**config.mk**
```make
export PLATFORM = sky130hd
export DESIGN_NAME = div16_8_seq
export DESIGN_NICKNAME = d
export VERILOG_FILES = /design/src/rtl/div16_8_seq.sv
export SDC_FILE = /design/constraint.sdc
export NUM_CORES = 1
export LEC_CHECK = 0
export CORE_UTILIZATION = 31
export CTS_CLUSTER_SIZE = 10
export DETAILED_ROUTE_END_ITERATION = 10
export GPL_TIMING_DRIVEN = 0
export PLACE_DENSITY = 0.59
export REMOVE_ABC_BUFFERS = 1
export SYNTH_ARGS = -nofsm -noshare
export SYNTH_HDL_FRONTEND = slang
export SYNTH_SLANG_ARGS = --single-unit
```
**constraint.sdc**
```tcl
create_clock -name clk -period 2.4 [get_ports clk]
set_clock_uncertainty 0.1 [all_clocks]
set_input_delay 0.48 -clock clk [delete_from_list [all_inputs] [get_ports clk]]
set_output_delay 0.48 -clock clk [all_outputs]
set_load 0.1 [all_outputs]
```
**src/rtl/div16_8_seq.sv**
```systemverilog
// div16_8_seq: 16-by-8 unsigned restoring divider producing one quotient bit per cycle,
// with valid/ready handshakes on both the operand and the result side.
`timescale 1ns/1ps
module div16_8_seq #(
  parameter int EARLY_OUT = 1
) (
  input  logic        clk,
  input  logic        rst_n,
  input  logic        in_valid,
  output logic        in_ready,
  input  logic [15:0] A,
  input  logic [7:0]  B,
  output logic        out_valid,
  input  logic        out_ready,
  output logic [7:0]  Q,
  output logic [7:0]  R,
  output logic        OVF,
  output logic        DZ
);

  typedef enum logic [1:0] {IDLE, DIV, DONE} state_t;

  state_t     state;
  state_t     state_next;
  logic [2:0] iter_cnt;
  logic [7:0] a_lo;
  logic [7:0] b_reg;
  logic [7:0] quot;
  logic [8:0] p_reg;
  logic       is_dz;
  logic       is_ovf;
  logic       accept;
  logic       finish;
  logic       special;
  logic       next_bit;
  logic [9:0] trial;
  logic [8:0] p_next;
  logic [7:0] quot_next;

  assign in_ready = (state == IDLE);
  assign accept   = in_valid & in_ready;
  assign special  = is_dz | is_ovf;
  // Special operands still spend one cycle in DIV so the result appears one edge after accept.
  assign finish   = (state == DIV) &&
                    ((iter_cnt == 3'd7) || (special && (EARLY_OUT != 0)));

  // One restoring step: shift in the next dividend bit and try subtracting the divisor.
  always_comb begin
    next_bit  = a_lo[3'd7 - iter_cnt];
    trial     = {1'b0, p_reg[7:0], next_bit} - {2'b00, b_reg};
    p_next    = trial[8:0];
    quot_next = {quot[6:0], 1'b1};
    if (trial[9]) begin
      p_next    = {p_reg[7:0], next_bit};
      quot_next = {quot[6:0], 1'b0};
    end
  end

  always_ff @(posedge clk or negedge rst_n) begin
    if (!rst_n) begin
      state <= IDLE;
    end else begin
      state <= state_next;
    end
  end

  always_comb begin
    state_next = state;
    case (state)
      IDLE: if (accept) state_next = DIV;
      DIV:  if (finish) state_next = DONE;
      DONE: if (out_valid && out_ready) state_next = IDLE;
      default: state_next = IDLE;
    endcase
  end

  always_ff @(posedge clk or negedge rst_n) begin
    if (!rst_n) begin
      iter_cnt  <= 3'd0;
      a_lo      <= 8'd0;
      b_reg     <= 8'd0;
      quot      <= 8'd0;
      p_reg     <= 9'd0;
      is_dz     <= 1'b0;
      is_ovf    <= 1'b0;
      out_valid <= 1'b0;
      Q         <= 8'd0;
      R         <= 8'd0;
      OVF       <= 1'b0;
      DZ        <= 1'b0;
    end else begin
      if (accept) begin
        a_lo     <= A[7:0];
        b_reg    <= B;
        p_reg    <= {1'b0, A[15:8]};
        quot     <= 8'd0;
        iter_cnt <= 3'd0;
        is_dz    <= (B == 8'd0);
        is_ovf   <= (B != 8'd0) && (A[15:8] >= B);
      end
      if (state == DIV) begin
        p_reg    <= p_next;
        quot     <= quot_next;
        iter_cnt <= iter_cnt + 3'd1;
      end
      // Results are only ever written here, so they hold through any back-pressure.
      if (finish) begin
        iter_cnt  <= 3'd0;
        out_valid <= 1'b1;
        if (is_dz) begin
          Q   <= 8'hFF;
          R   <= a_lo;
          DZ  <= 1'b1;
          OVF <= 1'b0;
        end else if (is_ovf) begin
          Q   <= 8'hFF;
          R   <= 8'hFF;
          DZ  <= 1'b0;
          OVF <= 1'b1;
        end else begin
          Q   <= quot_next;
          R   <= p_next[7:0];
          DZ  <= 1'b0;
          OVF <= 1'b0;
        end
      end
      if (state == DONE && out_valid && out_ready) begin
        out_valid <= 1'b0;
      end
    end
  end

endmodule

```
== After elaboration in Yosys (flattened, before gate mapping) ==
Index checks and enable logic that the tools add are counted.
W data, S select, Z words.

* $add $sub $neg: 3
* Magnitude comparators: 2
* Equal/unequal tests: 6
* Muxes and demuxes: 24
* Bitwise operators: 2
* Reduce and logical (&&, ||, !) cells: 13

{| class="wikitable"
|+ Operator list
! operator !! number
|-
| $mux W8 || 7
|-
| $mux W7 || 2
|-
| $sub A9 B8 Y10 || 1
|-
| $mux W3 || 3
|-
| $ge A8 B8 Y1 || 1
|-
| $logic_not A8 Y1 || 1
|-
| $reduce_bool A8 Y1 || 1
|-
| $mux W1 || 7
|-
| $mux W2 || 3
|-
| $pmux W2 S3 || 1
|-
| $logic_and A1 B1 Y1 || 5
|-
| $lt A3 B4 Y1 const B || 1
|-
| $ne A2 B2 Y1 const B || 2
|-
| $reduce_bool A2 Y1 || 2
|-
| $add A3 B1 Y3 const B || 1
|-
| $bmux W1 S3 || 1
|-
| $eq A3 B3 Y1 const B || 1
|-
| $reduce_and A3 Y1 || 1
|-
| $reduce_bool A3 Y1 || 1
|-
| $sub A3 B3 Y3 const A || 1
|-
| $eq A2 B1 Y1 const B || 1
|-
| $eq A2 B2 Y1 const B || 1
|-
| $logic_not A2 Y1 || 1
|-
| $ne A2 B1 Y1 const B || 1
|-
| 3 further kinds || 3
|}

* Register bits: 57
* Output and inout bits: 20
* Logic and storage cells: 63

== Longest topological paths before layout ==
Gate-level depths: netlist (run 1).

* Word-level depth: 7
* Gate-level depth with buffers: 9

== Worst setup path before layout (run 1) ==
Ideal clock, no wire load.

* Path type: register to register
* From: register state[0]
* To: register p_reg[4]
* Library setup time: 137 ps
* Data arrival time: 2605 ps
* Data required time: 2163 ps
* Path slack: -442 ps
* Stages on the path, launching flop included: 7
* Path buffers: 1
* Cells stage by stage: dfrtp_1 nor2_1 nand2_1 clkbuf_1 and3_1 a21oi_1 o21ai_0

* Longest elaborated chain between the ends: 3

{| class="wikitable"
|+ Ends and longest elaborated chain
! what !! RTL line !! text
|-
| from (decl) || 23 || <nowiki>state_t state;</nowiki>
|-
| from (signal assigned) || 63 || <nowiki>state <= state_next;</nowiki>
|-
| $logic_not A2 Y1 || 40 || <nowiki>assign in_ready = (state == IDLE);</nowiki>
|-
| net in_ready || 10 || <nowiki>output logic in_ready,</nowiki>
|-
| $and A1 B1 Y1 || 41 || <nowiki>assign accept = in_valid & in_ready;</nowiki>
|-
| $reduce_bool A2 Y1 (no line) || n/a ||
|-
| to (signal assigned) || 95 || <nowiki>p_reg <= {1'b0, A[15:8]};</nowiki>
|-
| to (signal assigned) || 102 || <nowiki>p_reg <= p_next;</nowiki>
|-
| to (decl) || 29 || <nowiki>logic [8:0] p_reg;</nowiki>
|}

The timed path passes the listed nets, and every way through them passes these cells.
A chain may end at the register's enable or synchronous reset.

== Final worst setup path (run 1) ==
* From: register iter_cnt[1]
* To: register R[6]

* Longest elaborated chain between the ends: 7

{| class="wikitable"
|+ Ends and longest elaborated chain
! what !! RTL line !! text
|-
| from (decl) || 25 || <nowiki>logic [2:0] iter_cnt;</nowiki>
|-
| from (signal assigned) || 104 || <nowiki>iter_cnt <= iter_cnt + 3'd1;</nowiki>
|-
| $sub A3 B3 Y3 || 49 || <nowiki>next_bit = a_lo[3'd7 - iter_cnt];</nowiki>
|-
| $bmux W1 S3 || 49 ||
|-
| $mux W1 (implied by the code) || 49 ||
|-
| $sub A9 B8 Y10 || 50 || <nowiki>trial = {1'b0, p_reg[7:0], next_bit} - {2'b00, b_reg};</nowiki>
|-
| $mux W8 || 53 || <nowiki>if (trial[9]) begin</nowiki>
|-
| $mux W8 || 115 || <nowiki>end else if (is_ovf) begin</nowiki>
|-
| $mux W8 || 110 || <nowiki>if (is_dz) begin</nowiki>
|-
| to (signal assigned) || 112 || <nowiki>R <= a_lo;</nowiki>
|-
| to (signal assigned) || 122 || <nowiki>R <= p_next[7:0];</nowiki>
|-
| to (decl) || 16 || <nowiki>output logic [7:0] R,</nowiki>
|}

Several ways; a longest one is shown, not always the timed one. The select of a mux whose other input is x is not followed.

==> impl_metrics.toml, run 1 <==
[outcome]
status = "finished, violations left"
violations = "negative setup slack"

[cts]
htreeDepth = 3
path_clk_slew_ns = 0.07
numCtsBuffers = 9
cts_tree = "done"
clk_latency_ns = 0.35
clock-sinks = 57
cts_root_buffer = "clkbuf_8"
cts_max_path_buffers = 2

[route]
wl_met1_um = 4100
met2_length_um = 4120
ant_nets = 0
drt_pass1_iterations = 4
wl_met3_um = 235
vias = 2848
routed_wl_um = 8690
drt_iter0_drc = 89
post_drt_wl_per_cell_um = 15.4
drc_errors = 0
top_layer = "met4"
viasPerCell = 5.06

[yosys]
synth_top_area_share = 0.438
synth_cell_types = 50
synthTopCellsByArea = "dfrtp_1 (44%), nand2_1 (9.7%), ha_1 (6.9%), o21ai_0 (6.0%), a21oi_1 (3.2%)"
avgSynthCellArea_um2 = 9.05
ys_async_sr_fraction = 1.00
seq_area_frac_synth = 0.438
syn_area_um2 = 3260
synthCells = 360
synth_area_leader_cell = "dfrtp_1"
ys_warn_count = 0
synth_edf_count = 0
ys_ff_latch = 57
ys_dominant_reg_cell = "dfrtp_1"

[global_routing]
antenna_found_initial = 0
grt_pass1_vias = 2904
overflow = 0
grt_pass1_wl_um = 14300
grt_max_degree = 40
grt_use_total = 0.168

[timing]
tightest_slew_ns = 0.961
fmax_ghz = 0.365
fin_ws_ns = -0.341
hold_viol = 0
relSlewSlack = 0.362
final.setup.tns_ns = -3.59
period_minus_slack_ns = 2.74
grt_setup_unrepaired = "yes"
setup_violations = 16
fin_crit_sh = 1.14
drv_slew = 0

[setup_path]
cp_slowest_stage_delay_ns = 0.44
arrival_ns = 2.89
crit_path_cell_trace = "mux4_2 -> mux2i_4 -> ha_2 -> buf_6 -> fa_2 -> nand2b_4 -> a2111o_1 -> o211ai_1 -> nor4b_2 -> a211oi_1"
cp_max_fo = 3
cp-start-kind = "flip-flop"
criticalPathCategory = "reg2reg"
end_kind = "flip-flop"
cp_slowest_cell = "dfrtp_2"
critPathRequiredTime_ns = 2.55

[floorplan]
ios = 48
dieHeight_um = 105
initial_core_util = 0.317
num_rows = 37
dieArea_um2 = 10900
die_width_um = 105
core_um2 = 10300

[layout]
layout_common_cells = "nand2_1 (83), dfrtp_1 (56), o21ai_0 (34), clkdlybuf4s50_1 (26), inv_1 (21)"
layout-drive-gt1-share = 0.211
seqCellArea_um2 = 1430
synthToLayoutAreaGrowth_pct = 36.9
multi_input_area_um2 = 1910
finalCoreUtilization = 0.434
final_area_um2 = 4460
fin_nets = 469
fillers = 1017
final_common_cell = "nand2_1"
antenna_cells = 0

[placement]
place.port_buffers = 47
dp_hpwl_um = 5760
finalWeightedCongestion = 0.847
dpl-instance-area_um2 = 3820

[hold_path]
hold_path_class = "reg2reg"

[job]
maxCapViolations = 0
## cells in the mapped netlist, types with 2 or more instances
cell      number
o211ai_1       3
a211oi_1       8
nor2_1        12
dfrtp_1       57
a41oi_1        2
or3_1          2
nor4_1         2
nand2_1       84
mux2i_1        4
nor3_1         4
a2111o_1       2
or2_2          2
nand2b_1       6
xor2_1         3
ha_1          18
nand3_1        8
a21o_2         3
and2b_2        2
and3_2         2
a21oi_1       21
buf_6          3
a221o_1        2
mux4_2         2
o21ai_0       39
nor4b_1        6
and3_1         6
a22o_1         2
clkbuf_1      13
inv_1         21
## worst max-delay path, delay by kind of cell (launching register included)
kind	cells	cell delay (ns)
buffers and inverters	1	0.12
flip-flops	1	0.44
adder cells (fa/ha/maj)	2	0.55
AND/OR/NAND/NOR	2	0.25
AO/OA/AOI/OAI	3	0.72
multiplexers	2	0.46
## cell type report
| class | instances | area share |
|---|---|---|
| Timing Repair Buffer | 68 | 0.144 |
| Tap cell | 136 | 0.0381 |
| Clock inverter | 7 | 0.0233 |
| Sequential cell | 57 | 0.320 |
| Inverter | 21 | 0.0177 |
| Clock buffer | 9 | 0.0278 |
| Multi-Input combinational cell | 265 | 0.429 |
## logic make-up after synthesis
kind of cell | synth area share
adder cells (fa/ha/maj) | 0.0753
AO/OA/AOI/OAI | 0.188
multiplexers | 0.0307
XOR/XNOR | 0.0108
flip-flops | 0.438
AND/OR/NAND/NOR | 0.204
buffers and inverters | 0.0538
## stage by stage
stage          hold WS (ns)  instances  worst slack (ns)
4_1_cts               0.370        557            -0.369
2_1_floorplan        0.0844        343            -0.905
5_1_grt               0.398        563            -0.456
6_report              0.360        563            -0.341
3_3_place_gp          0.350        526             -1.14
3_5_place_dp          0.357        527            -0.603
## repair_timing
item	in CTS	in global routing
hold buffers	1	0
setup buffers	13	7
pin swaps	14	12
hold endpoints to repair	18	0
endpoints found under the setup margin	46	19
resized for setup	67	16
## worst paths after layout
| check | from | slack (ns) | depth (start not counted) | endpoint |
|---|---|---|---|---|
| setup / recovery | iter_cnt[1] | -0.34 | 10 | R[6] |
| hold / removal | Q[3] | 0.36 | 2 | Q[3] |
| setup reg to reg | iter_cnt[1] | -0.34 | 10 | R[6] |
| hold reg to reg | Q[3] | 0.36 | 2 | Q[3] |
| max in group asynchronous | rst_n | 1.08 | 3 | iter_cnt[1] |
| min in group asynchronous | rst_n | 0.53 | 2 | b_reg[6] |
## layer usage
metal,vias up,track usage
met4,0,0.0765
li1,1389,-
met3,18,0.0288
met5,-,0
met2,52,0.275
met1,1389,0.215
Power of run 1 is not shown: default switching activity piles up to over one toggle a cycle in this logic, so the estimate is an artifact.
==> run 2, diff against run 1 <==
Settings changed: PLACE_DENSITY 0.59 to 0.58.
Clock period 2.4 ns to 3.5 ns, I/O delays scaled along.
==> run 2 against run 1 <==
Net effect:
- the flow now finishes without violations
- utilization is 4.3 points lower
- flip-flop and latch count did not move
- global-route usage down 0.91 points
- final area fell by 9.8%
- sequential share of layout area rose by 3.5 points
- routed wire length shrank 7.6%
- die area stayed put
- clock-buffer cell count rose by 1
- critical path depth decreased by 2
- via count down 4.6%
- non-clock buffer count fell by 20
- cell count is 3.6% lower
- largest cell class unchanged
==> impl_metrics.toml, run 2 (same netlist as run 1, synthesis figures left out) <==
[setup_path]
cp_max_fo = 11
criticalPathCategory = "reg2reg"
arrival_ns = 3.13
cp-start-kind = "flip-flop"
end_kind = "flip-flop"
critPathRequiredTime_ns = 3.68

[global_routing]
overflow = 0
grt_max_degree = 40
grt_use_total = 0.159
grt_pass1_vias = 2627
antenna_found_initial = 0
grt_pass1_wl_um = 13600

[timing]
grt_setup_unrepaired = "no"
period_minus_slack_ns = 2.95
fin_crit_sh = 0.843
hold_viol = 0
drv_slew = 0
fmax_ghz = 0.339
tightest_slew_ns = 1.04
setup_violations = 0
relSlewSlack = 0.306

[cts]
htreeDepth = 3
cts_tree = "done"
clock-sinks = 57
path_clk_slew_ns = 0.07
cts_root_buffer = "clkbuf_8"
cts_resized = 0
cts_max_path_buffers = 2
cts_hold_buf = 0
numCtsBuffers = 9
clk_latency_ns = 0.34
cts_setup_buffers = 0

[route]
drc_errors = 0
drt_iter0_drc = 152
viasPerCell = 5.01
routed_wl_um = 8030
drt_pass1_iterations = 4
ant_nets = 0
vias = 2718
post_drt_wl_per_cell_um = 14.8

[layout]
layout_common_cells = "nand2_1 (84), dfrtp_1 (57), clkdlybuf4s50_1 (46), o21ai_0 (39)"
finalNonFillerCells = 543
fillers = 1064
layout-drive-gt1-share = 0.0958
antenna_cells = 0
final_common_cell = "nand2_1"
fin_nets = 449
synthToLayoutAreaGrowth_pct = 23.4

[placement]
dp_hpwl_um = 5720
post-place-cells = 527
finalWeightedCongestion = 0.758
place.port_buffers = 47

[hold_path]
hold_path_class = "in2async"

[outcome]
status = "finished, final reports clean"

[job]
maxCapViolations = 0

[floorplan]
initial_core_util = 0.317
num_rows = 37
die_width_um = 105
core_um2 = 10300
dieHeight_um = 105
dieArea_um2 = 10900
ios = 48
-- run 2: changes by cell type in the layout (fill, tap and decap cells not counted), sizes merged --
cell | previous run | this run
dlygate4sd2 | 19 | 0
dlygate4sd3 | 1 | 0
buf | 21 | 2
clkdlybuf4s50 | 26 | 46
bufinv | 2 | 1
clkinv | 4 | 1
clkinvlp | 0 | 3
-- run 2: area by class of cell --
cell class | instances | area, um2 | area share
inverters | 21 | 78.8 | 0.0196
clock buffers | 10 | 138 | 0.0342
multi-input cells | 265 | 1660 | 0.412
well taps | 136 | 170 | 0.0423
clock inverters | 6 | 66.3 | 0.0165
flip-flops and latches | 57 | 1430 | 0.355
repair buffers | 48 | 485 | 0.121
-- run 2: per-stage QoR --
stage	hold WS (ns)	instance area, um2	TNS [ns]	utilization	worst slack [ns]
floorplan	0.304	3160	0	-	0.195
global placement	0.352	3800	-16.94	0.370	-0.300
detailed placement	0.358	3820	0	0.371	0.531
CTS	0.302	4020	0	0.391	0.521
global route	0.321	4020	0	0.391	0.235
finish	0.291	4020	0	0.391	0.549
-- run 2: worst max-delay path: stages, from the launching register on --
cell and delay (ns):
dfrtp_1 0.44, mux4_2 0.35, mux2i_1 0.12, ha_1 0.25, nand2b_1 0.19, a2111o_1 0.47, and2_4 0.26, o41ai_2 0.49
a31o_1 0.21
-- run 2: worst paths after layout --
check | endpoint | cells after the start | startpoint | slack, ns
worst max-delay path | R[7] | 8 | iter_cnt[1] | 0.55
worst min-delay path | p_reg[0] | 1 | rst_n | 0.29
worst max register to register | R[7] | 8 | iter_cnt[1] | 0.55
worst min register to register | Q[5] | 2 | Q[5] | 0.37
max in group asynchronous | a_lo[5] | 2 | rst_n | 2.41
min in group clk | Q[5] | 2 | Q[5] | 0.37
-- run 2: per-layer routing --
layer	vias to the layer above	GRT usage	share of wire
met1	1307	0.215	0.49
met2	59	0.249	0.46
met5	-	0	0
met4	0	0.0347	0.0087
met3	7	0.0470	0.044
li1	1345	-	-
Power of run 2 is left out for the same reason.
==> run 3, diff against run 2 <==
Clock period 3.5 ns to 2.88 ns, I/O delays scaled along.
==> run 3 against run 2 <==
Net effect:
- via count decreased by 0.29%
- non-clock buffer count increased by 2
- utilization increased by 0.72 points
- critical endpoint unchanged
- register-to-register slack got worse by 0.47 ns
- critical path type unchanged
==> impl_metrics.toml, run 3 (same netlist as run 1, synthesis figures left out) <==
[global_routing]
grt_pass1_wl_um = 13600
grt_max_degree = 40
grt_pass1_vias = 2646
antenna_found_initial = 0
grt_use_total = 0.159
overflow = 0

[timing]
tightest_slew_ns = 1.13
hold_viol = 0
period_minus_slack_ns = 2.80
fmax_ghz = 0.357
relSlewSlack = 0.249
setup_violations = 0
fin_crit_sh = 0.974
drv_slew = 0

[setup_path]
cp_max_fo = 4
r2r-start = "iter_cnt[1]"
cp_slowest_stage_delay_ns = 0.54
cp-start-kind = "flip-flop"
reg2reg_depth = 8
criticalPathCategory = "reg2reg"
end_kind = "flip-flop"
crit_buf_inv = 0
r2r_end = "R[7]"
arrival_ns = 2.98
cp_slowest_cell = "mux4_2"
cp_top_family = "compound AO/OA/AOI/OAI gates"
crit_path_cell_trace = "mux4_2 -> mux2i_4 -> ha_4 -> nand2b_1 -> a211oi_1 -> o311a_2 -> o41ai_4 -> a31o_1"
rrSetupSlack_ns = 0.08
critPathRequiredTime_ns = 3.06

[floorplan]
dieArea_um2 = 10900
ios = 48
core_um2 = 10300
die_width_um = 105
num_rows = 37
initial_core_util = 0.317
dieHeight_um = 105

[cts]
cts_hold_buf = 0
htreeDepth = 3
cts_root_buffer = "clkbuf_8"
clock-sinks = 57
clk_latency_ns = 0.34
cts_tree = "done"
path_clk_slew_ns = 0.08
cts_max_path_buffers = 2
numCtsBuffers = 9

[route]
viasPerCell = 4.97
routed_wl_um = 8230
drt_pass1_iterations = 4
ant_nets = 0
drc_errors = 0
vias = 2710
post_drt_wl_per_cell_um = 15.1
drt_iter0_drc = 152

[layout]
layout_common_cells = "nand2_1 (84), dfrtp_1 (56), clkdlybuf4s50_1 (46), o21ai_0 (39)"
synthToLayoutAreaGrowth_pct = 25.7
layout-drive-gt1-share = 0.115
fillers = 1060
antenna_cells = 0
final_common_cell = "nand2_1"
multi_input_area_um2 = 1710
fin_nets = 451
seqCellArea_um2 = 1430
final_area_um2 = 4100

[placement]
place.port_buffers = 47
dpl-instance-area_um2 = 3820
finalWeightedCongestion = 0.758
dp_hpwl_um = 5720

[outcome]
status = "finished, final reports clean"

[job]
maxCapViolations = 0

[hold_path]
hold_path_class = "in2async"
## run 3: worst register-to-register path, stage by stage (launching register included)
cell and delay [ns]:
dfrtp_2 0.41, mux4_2 0.54, mux2i_4 0.23, ha_4 0.18, nand2b_1 0.14, a211oi_1 0.13
o311a_2 0.39, o41ai_4 0.42, a31o_1 0.20
## run 3: routing by layer
metal | global-route usage | wire length, um
met5 | 0 | 0
met4 | 0.0347 | 85
met3 | 0.0470 | 320
met2 | 0.251 | 3870
met1 | 0.214 | 3960
## run 3: repair_timing
item,in CTS,in global routing
setup buffers,0,2
gates cloned,0,0
resized for setup,3,7
pin swaps,0,2
setup endpoints to repair,4,10
## run 3: worst max path at each step
stage	from	depth (start not counted)	endpoint
after floorplan	state[0]	4	p_reg[7]
after CTS	iter_cnt[1]	8	p_reg[7]
final	iter_cnt[1]	8	R[7]
after global placement	rst_n	1	a_lo[3]
after detailed placement	state[1]	5	R[0]
after global routing	iter_cnt[1]	8	R[7]
## run 3: cell type report
class / instances / share of cell area
clock inverter: 6 / 0.0162
clock buffer: 10 / 0.0336
sequential: 57 / 0.349
inverter: 21 / 0.0192
tap: 136 / 0.0416
multi-input combinational: 265 / 0.419
timing repair buffer: 50 / 0.122
## run 3: metrics by stage
stage	std cells	TNS [ns]	setup WS [ns]	utilization	hold WS, ns
floorplan	343	-3.10	-0.425	-	0.180
global placement	526	-45.29	-0.796	0.370	0.352
detailed placement	527	-0.311	-0.0887	0.371	0.358
CTS	543	0	0.0179	0.393	0.178
global route	545	-0.0438	-0.0243	0.398	0.196
finish	545	0	0.0753	0.398	0.163
Power of run 3 is left out for the same reason.
